--- config.mk ---
export PLATFORM = sky130hd
export DESIGN_NAME = pipe_stage_reg_flat
export DESIGN_NICKNAME = d
export VERILOG_FILES = /design/src/rtl/pipe_stage_reg_if.sv /design/src/rtl/pipe_stage_reg.sv /design/src/flat_wrapper.sv
export SDC_FILE = /design/constraint.sdc
export NUM_CORES = 1
export LEC_CHECK = 0
export BUFFER_PORTS_ARGS = -buffer_cell sky130_fd_sc_hd__clkbuf_2
export CAP_MARGIN = 20
export CORE_MARGIN = 3
export CORE_UTILIZATION = 28
export DETAILED_ROUTE_END_ITERATION = 10
export PLACE_DENSITY = 0.63
export SLEW_MARGIN = 20
export SYNTH_ARGS = -nofsm -noshare
export SYNTH_HDL_FRONTEND = slang
export SYNTH_SLANG_ARGS = --single-unit
--- constraint.sdc ---
create_clock -name clk -period 4.2 [get_ports clk]
set_input_delay 0.63 -clock clk [delete_from_list [all_inputs] [get_ports clk]]
set_output_delay 0.63 -clock clk [all_outputs]
set_load 0.02 [all_outputs]
--- src/rtl/pipe_stage_reg_if.sv ---
// Handshake bundle for pipe_stage_reg: upstream (in_*), downstream (out_*),
// flush and the stall counter, grouped so one port carries the whole stage.
// master = the surrounding pipeline/test driver, slave = the stage register.
interface pipe_stage_reg_if #(
   parameter int DATA_W = 48,
   parameter int CTRL_W = 7,
   parameter int CNT_W  = 16
);
   logic              in_valid;
   logic              in_ready;
   logic [DATA_W-1:0] in_data;
   logic [CTRL_W-1:0] in_ctrl;
   logic              flush;
   logic              out_valid;
   logic              out_ready;
   logic [DATA_W-1:0] out_data;
   logic [CTRL_W-1:0] out_ctrl;
   logic [CNT_W-1:0]  stall_cnt;

   modport master (
      output in_valid, in_data, in_ctrl, flush, out_ready,
      input  in_ready, out_valid, out_data, out_ctrl, stall_cnt
   );

   modport slave (
      input  in_valid, in_data, in_ctrl, flush, out_ready,
      output in_ready, out_valid, out_data, out_ctrl, stall_cnt
   );
endinterface

--- src/rtl/pipe_stage_reg.sv ---
// Reusable pipeline-stage register with valid/ready flow control, flush and
// bubble-safe control gating (out_ctrl forced to zero whenever out_valid=0).
// Build option: PIPE_STAGE_SKID_EN adds a skid entry so in_ready comes from a
// register (no combinational out_ready -> in_ready path). Without it the stage
// holds a single entry and in_ready = ~mv | out_ready.
module pipe_stage_reg #(
   parameter int DATA_W = 48,
   parameter int CTRL_W = 7,
   parameter int CNT_W  = 16
) (
   input logic            clk,
   input logic            rst_n,
   pipe_stage_reg_if.slave bus
);

   logic              r_mv;
   logic [DATA_W-1:0] r_mdata;
   logic [CTRL_W-1:0] r_mctrl;
   logic [CNT_W-1:0]  r_stall_cnt;

   logic w_in_ready;
   logic w_accept;
   logic w_drain;
   logic w_stall;

   assign w_accept = bus.in_valid & w_in_ready;
   assign w_drain  = r_mv & bus.out_ready;
   assign w_stall  = r_mv & ~bus.out_ready;

`ifdef PIPE_STAGE_SKID_EN
   logic              r_sv;
   logic [DATA_W-1:0] r_sdata;
   logic [CTRL_W-1:0] r_sctrl;

   // Skid entry is a register, so in_ready never depends on out_ready.
   assign w_in_ready = ~r_sv;

   // Main entry: refill from skid first, otherwise from the input.
   always_ff @(posedge clk or negedge rst_n) begin
      if (!rst_n) begin
         r_mv    <= 1'b0;
         r_mdata <= '0;
         r_mctrl <= '0;
      end else if (bus.flush) begin
         r_mv <= 1'b0;
      end else if (!r_mv) begin
         if (w_accept) begin
            r_mv    <= 1'b1;
            r_mdata <= bus.in_data;
            r_mctrl <= bus.in_ctrl;
         end
      end else if (w_drain) begin
         if (r_sv) begin
            r_mdata <= r_sdata;
            r_mctrl <= r_sctrl;
         end else if (w_accept) begin
            r_mdata <= bus.in_data;
            r_mctrl <= bus.in_ctrl;
         end else begin
            r_mv <= 1'b0;
         end
      end
   end

   // Skid entry: catches the input when main is held by back-pressure.
   always_ff @(posedge clk or negedge rst_n) begin
      if (!rst_n) begin
         r_sv    <= 1'b0;
         r_sdata <= '0;
         r_sctrl <= '0;
      end else if (bus.flush) begin
         r_sv <= 1'b0;
      end else if (w_drain && r_sv) begin
         r_sv <= 1'b0;
      end else if (r_mv && !w_drain && w_accept) begin
         r_sv    <= 1'b1;
         r_sdata <= bus.in_data;
         r_sctrl <= bus.in_ctrl;
      end
   end
`else
   // Single entry: a draining slot can be refilled in the same cycle.
   assign w_in_ready = ~r_mv | bus.out_ready;

   // Main entry: payload loads only on accept so idle cycles do not toggle it.
   always_ff @(posedge clk or negedge rst_n) begin
      if (!rst_n) begin
         r_mv    <= 1'b0;
         r_mdata <= '0;
         r_mctrl <= '0;
      end else if (bus.flush) begin
         r_mv <= 1'b0;
      end else if (!r_mv || w_drain) begin
         r_mv <= bus.in_valid;
         if (w_accept) begin
            r_mdata <= bus.in_data;
            r_mctrl <= bus.in_ctrl;
         end
      end
   end
`endif

   // Saturating back-pressure counter; flush deliberately leaves it alone.
   always_ff @(posedge clk or negedge rst_n) begin
      if (!rst_n) begin
         r_stall_cnt <= '0;
      end else if (w_stall && !(&r_stall_cnt)) begin
         r_stall_cnt <= r_stall_cnt + CNT_W'(1);
      end
   end

   assign bus.in_ready  = w_in_ready;
   assign bus.out_valid = r_mv;
   assign bus.out_data  = r_mdata;
   assign bus.out_ctrl  = r_mv ? r_mctrl : '0;
   assign bus.stall_cnt = r_stall_cnt;

endmodule

--- src/flat_wrapper.sv ---
// flat-port wrapper written by rule: the top's interface ports become plain ports
module pipe_stage_reg_flat 
#(
   parameter int DATA_W = 48,
   parameter int CTRL_W = 7,
   parameter int CNT_W  = 16
)
  (clk, rst_n, bus_in_valid, bus_in_data, bus_in_ctrl, bus_flush, bus_out_ready, bus_in_ready, bus_out_valid, bus_out_data, bus_out_ctrl, bus_stall_cnt);
  pipe_stage_reg_if #(.DATA_W(DATA_W), .CTRL_W(CTRL_W), .CNT_W(CNT_W)) bus_i ();
  input logic clk;
  input logic rst_n;
  input wire logic [$bits(bus_i.in_valid)-1:0] bus_in_valid;
  input wire logic [$bits(bus_i.in_data)-1:0] bus_in_data;
  input wire logic [$bits(bus_i.in_ctrl)-1:0] bus_in_ctrl;
  input wire logic [$bits(bus_i.flush)-1:0] bus_flush;
  input wire logic [$bits(bus_i.out_ready)-1:0] bus_out_ready;
  output wire logic [$bits(bus_i.in_ready)-1:0] bus_in_ready;
  output wire logic [$bits(bus_i.out_valid)-1:0] bus_out_valid;
  output wire logic [$bits(bus_i.out_data)-1:0] bus_out_data;
  output wire logic [$bits(bus_i.out_ctrl)-1:0] bus_out_ctrl;
  output wire logic [$bits(bus_i.stall_cnt)-1:0] bus_stall_cnt;
  assign bus_i.in_valid = bus_in_valid;
  assign bus_i.in_data = bus_in_data;
  assign bus_i.in_ctrl = bus_in_ctrl;
  assign bus_i.flush = bus_flush;
  assign bus_i.out_ready = bus_out_ready;
  assign bus_in_ready = bus_i.in_ready;
  assign bus_out_valid = bus_i.out_valid;
  assign bus_out_data = bus_i.out_data;
  assign bus_out_ctrl = bus_i.out_ctrl;
  assign bus_stall_cnt = bus_i.stall_cnt;
  pipe_stage_reg #(.DATA_W(DATA_W), .CTRL_W(CTRL_W), .CNT_W(CNT_W)) u_core (.clk(clk), .rst_n(rst_n), .bus(bus_i));
endmodule
== Word level (Yosys, flattened, before mapping) ==
Index checks and enable logic that the tools add are counted.

* Flip-flop bits (word level): 72
* Output and inout bits: 73

* Add/sub/neg operators: 1
* Muxes and demuxes: 3
* Bitwise logic cells: 7
* Reduce and logical (&&, ||, !) cells: 7

{| class="wikitable"
|+ Operators by type and width
! operator !! number
|-
| 16-bit by 1-bit adder with 16-bit output, second input constant || 1
|-
| 16-bit AND reduction || 1
|-
| 7-bit two-way mux || 1
|-
| 1-bit AND || 3
|-
| 1-bit NOT || 3
|-
| 3-bit AND reduction || 1
|-
| 1-bit zero test || 2
|-
| 1-bit two-way mux || 2
|-
| 2-bit nonzero test || 1
|-
| 1-bit logical AND || 1
|-
| 1-bit logical OR || 1
|-
| 1-bit OR || 1
|}

== Logic depth before layout (Yosys ltp) ==
* Depth in word-level cells: 4
* Gate-level depth with buffers: 6
* Gate-level depth less buffers: 5

== Worst setup path after synthesis ==
Ideal clock, no wire load.

* Kind: register -> register
* From: reg u_core.r_stall_cnt[3] (netlist: u_core.bus.stall_cnt[3])
* To: reg u_core.r_stall_cnt[1] (netlist: u_core.bus.stall_cnt[1])
* Setup time: 0.125 ns
* Data arrival time: 1.816 ns
* Path slack: 2.259 ns
* Stages on the path, launching flop included: 6
* Buffers on the path: 1
* Path through: dfrtp_1 nand4_2 or4_4 buf_6 and2_4 mux2_4

* Word-level cells in the longest chain between the ends: 3

{| class="wikitable"
|+ Ends and longest elaborated chain
! item !! RTL line !! text
|-
| start, declared || pipe_stage_reg.sv:19 || <nowiki>logic [CNT_W-1:0] r_stall_cnt;</nowiki>
|-
| start signal, assigned || pipe_stage_reg.sv:108 || <nowiki>r_stall_cnt <= r_stall_cnt + CNT_W'(1);</nowiki>
|-
| 16-bit AND reduction || pipe_stage_reg.sv:107 || <nowiki>end else if (w_stall && !(&r_stall_cnt)) begin</nowiki>
|-
| 1-bit zero test || pipe_stage_reg.sv:107 ||
|-
| 1-bit logical AND || pipe_stage_reg.sv:107 ||
|}

No other way between the ends.
A chain may end at the register's enable or synchronous reset.

== Final worst setup path ==
* From: reg u_core.r_mv (netlist: u_core.bus.out_valid)
* To: out bus_in_ready

* Word-level cells in the longest chain between the ends: 2

{| class="wikitable"
|+ Ends and longest elaborated chain
! item !! RTL line !! text
|-
| start, declared || pipe_stage_reg.sv:16 || <nowiki>logic r_mv;</nowiki>
|-
| start signal, assigned || pipe_stage_reg.sv:94 || <nowiki>r_mv <= bus.in_valid;</nowiki>
|-
| 1-bit NOT || pipe_stage_reg.sv:83 || <nowiki>assign w_in_ready = ~r_mv | bus.out_ready;</nowiki>
|-
| 1-bit OR || pipe_stage_reg.sv:83 ||
|-
| end, declared || flat_wrapper.sv:17 || <nowiki>output wire logic [$bits(bus_i.in_ready)-1:0] bus_in_ready;</nowiki>
|}

No other way between the ends.

==> flow_metrics.py <==
metrics = {
    "outcome": {
        "outcome": "finished clean",
    },
    "sta": {
        "setup_viol": 0,
        "slew_headroom_pct": 41.71,
        "fmax_mhz": 432.3,
        "fin_tns_setup_ns": 0,
        "fin_hold_ws_ns": 0.4243,
        "rsz0062_at_grt": "no",
        "drv_slew": 0,
        "post-route-min-period_ns": 2.313,
        "hold_violations": 0,
        "worst_pin_slew_ns": 0.8744,
        "final.period_utilization_pct": 55.07,
        "skew_ns": 0.004486,
        "layout_setup_ws_ns": 1.887,
    },
    "grt": {
        "antenna_found_initial": 0,
        "grt_first_pass_wirelength_um": 10140,
        "grt_pass1_vias": 2088,
        "track_usage_pct": 11.09,
        "grt_start_max_net_pins": 73,
        "overflow": 0,
    },
    "final_layout": {
        "stdcell_area_um2": 3879,
        "nFillCells": 999,
        "postLayoutCoreUtil_pct": 39.14,
        "finalNetCount": 399,
        "stdcell_count": 476,
        "drive_above_1_share_pct": 61.22,
        "multi_input_area_um2": 1064,
        "antenna_cells": 0,
        "area_growth_syn_to_layout_pct": 33.51,
        "register_area_um2": 1802,
    },
    "power_and_ir_drop": {
        "peakVddDrop_mv": 0.2110,
        "seqPwrFrac_pct": 48.9,
        "p_clk_share_pct": 25.7,
        "switching_power_uw": 602.6,
        "intPower_mw": 1.220,
        "switching_share_pct": 33.07,
        "leakagePower_nw": 1.878,
        "pwr-share-comb_pct": 25.3,
        "total_power_mw": 1.822,
        "powerDensity_nw_per_um2": 469.8,
    },
    "yosys": {
        "synth_edf_count": 0,
        "synth_area_leaders": "dfrtp_1, mux2_2, xnor2_1",
        "synth_common_cells": "dfrtp_1, mux2_2, xnor2_1",
        "ys_warn_count": 0,
        "synth.avg_cell_area_um2": 14.45,
        "syn-num-nets": 262,
        "ys.flop_type": "dfrtp_1",
        "yosysMostFrequentCell": "dfrtp_1",
        "synthCells": 201,
        "synth_top_area_cell": "dfrtp_1",
        "netlist.area_leader.share_pct": 62.02,
        "ys_ff_latch": 72,
        "synth.distinct_cells": 27,
        "ys_seq_area_share_pct": 62.02,
        "syn-cell-area_um2": 2905,
        "synth-async-reset-ratio_pct": 100.0,
    },
    "drt": {
        "ant_nets": 0,
        "num_vias": 2085,
        "routed_wirelength_um": 6231,
        "wire_per_inst_um": 13.09,
        "first_iter_violations": 66,
        "vias_per_cell": 4.380,
        "dr.pass1.iters": 4,
        "drc": 0,
    },
    "clock_tree": {
        "post-cts-setup-buffers": 0,
        "cts_resized": 0,
        "postCtsHoldBufs": 0,
        "clockRootBuffer": "clkbuf_8",
        "cts.sinks": 72,
        "cts_made_buffers": 9,
        "cts.clk_slew.worst_paths_ns": 0.08,
        "tritoncts": "yes",
        "cts_max_path_buffers": 2,
        "clkLatencyLatePin_ns": 0.33,
        "cts_max_level": 3,
    },
    "hold_path": {
        "hold_class": "input port to asynchronous set/reset pin",
    },
    "critical_path": {
        "cp.required_ns": 3.57,
        "crit_arrival_ns": 1.68,
        "critPathLaunch": "u_core.bus.out_valid",
        "rrSetupSlack_ns": 2.10,
        "endpoint_kind": "primary output",
        "start_kind": "flop",
        "worstPathMaxFanout": 10,
        "reg2reg_depth": 4,
        "rr_startpoint": "u_core.bus.out_valid",
        "worst_r2r_endpoint": "u_core.bus.out_data[17]",
        "critPathKind": "flop to primary output",
        "crit_end": "bus_in_ready",
    },
    "job": {
        "timing.max_cap.violations": 0,
    },
    "floorplanning": {
        "num_io_pins": 133,
        "die_area_um2": 11630,
        "core.rowCount": 36,
        "die_h_um": 107.9,
        "fp.dieW_um": 107.9,
        "initial_core_util_pct": 29.32,
        "core_area_um2": 9910,
    },
    "placed_design": {
        "dp.cells": 460,
        "place.gp.congestion": 0.7708,
        "io_buffers": 132,
        "dp_hpwl_um": 4592,
        "dp_slack_ns": 2.035,
        "dpl_cell_area_um2": 3706,
    },
}
==> state kept, by name (all words and copies together), names as in the netlist <==
register / count
u_core.bus.out_data: 48
u_core.bus.stall_cnt: 16
u_core.r_mctrl: 7
u_core.bus.out_valid: 1
==> metal layers <==
layer | routed length [um] | track usage (%) | up-vias
met2 | 3059 | 18.69 | 74
li1 | - | - | 983
met1 | 2616 | 13.05 | 1021
met5 | 0 | 0 | -
met4 | 76 | 3.517 | 0
met3 | 479 | 4.139 | 7
==> worst min-delay path by stage <==
stage / slack [ns] / start / endpoint / depth (start not counted)
2_1_floorplan: 0.33 / rst_n / u_core.bus.out_data[0] / 0
3_3_place_gp: 0.48 / u_core.r_mctrl[2] / u_core.r_mctrl[2] / 1
3_5_place_dp: 0.49 / u_core.r_mctrl[6] / u_core.r_mctrl[6] / 1
4_1_cts: 0.43 / rst_n / u_core.bus.out_data[33] / 1
5_1_grt: 0.46 / bus_flush / u_core.bus.out_valid / 2
6_report: 0.42 / rst_n / u_core.bus.out_data[33] / 1
==> layout by cell type (no fill, tap or decap) <==
master      netlist  routed
dfrtp_1          72      72
nand4_1           6       6
clkbuf_2          0     131
and2_1            8       8
and3_1            3       3
and3_2            1       1
o21a_1            1       1
clkinv_4          0       3
clkbuf_8          0       9
ha_1              1       1
or4_4             1       1
clkinv_2          0       3
nand2_1           5       5
a21oi_1           5       5
clkinvlp_4        0       1
nor2_1            6       6
nor3b_2           0       1
and2_4            1       1
mux2_4            1       1
mux2_2           55      55
and4_1            1       1
xor2_1            1       1
buf_4             0       2
inv_1             1       1
nor2b_1           1       1
nand4_2           1       1
nand3b_1          2       2
a31oi_1           1       1
nor4_1            2       2
xnor2_1          11      11
nand3_1           6       6
==> critical path: stages (launching register included) <==
cell and delay [ns]:
dfrtp_1 0.55, nor2b_1 0.47, inv_1 0.15, clkbuf_2 0.19
==> cells by family (layout without fill, tap and decap cells) <==
family	Yosys count	count (layout)	synth area share, %
buf+inv	8	150	1.550
compound gates	7	7	1.335
fa+ha+maj	1	1	0.4306
flops	72	72	62.02
mux	56	56	21.83
xor+xnor	12	12	3.618
simple gates	45	45	9.217
==> power by group through the flow <==
stage,registers [mW],clock network (mW),logic [mW]
2_1_floorplan,1.02,0,0.160
3_3_place_gp,0.901,0,0.462
3_5_place_dp,0.904,0,0.470
4_1_cts,0.893,0.503,0.470
5_1_grt,0.912,0.534,0.501
6_report,0.891,0.469,0.462
==> area by class of cell <==
class	count	area share, %
Clock buffer	9	3.194
Tap cell	133	4.290
Clock inverter	7	1.258
Inverter	1	0.09677
Multi-Input combinational cell	121	27.42
Sequential cell	72	46.45
Timing Repair Buffer	133	17.29
No activity file was read; power rests on OpenSTA's default activity.
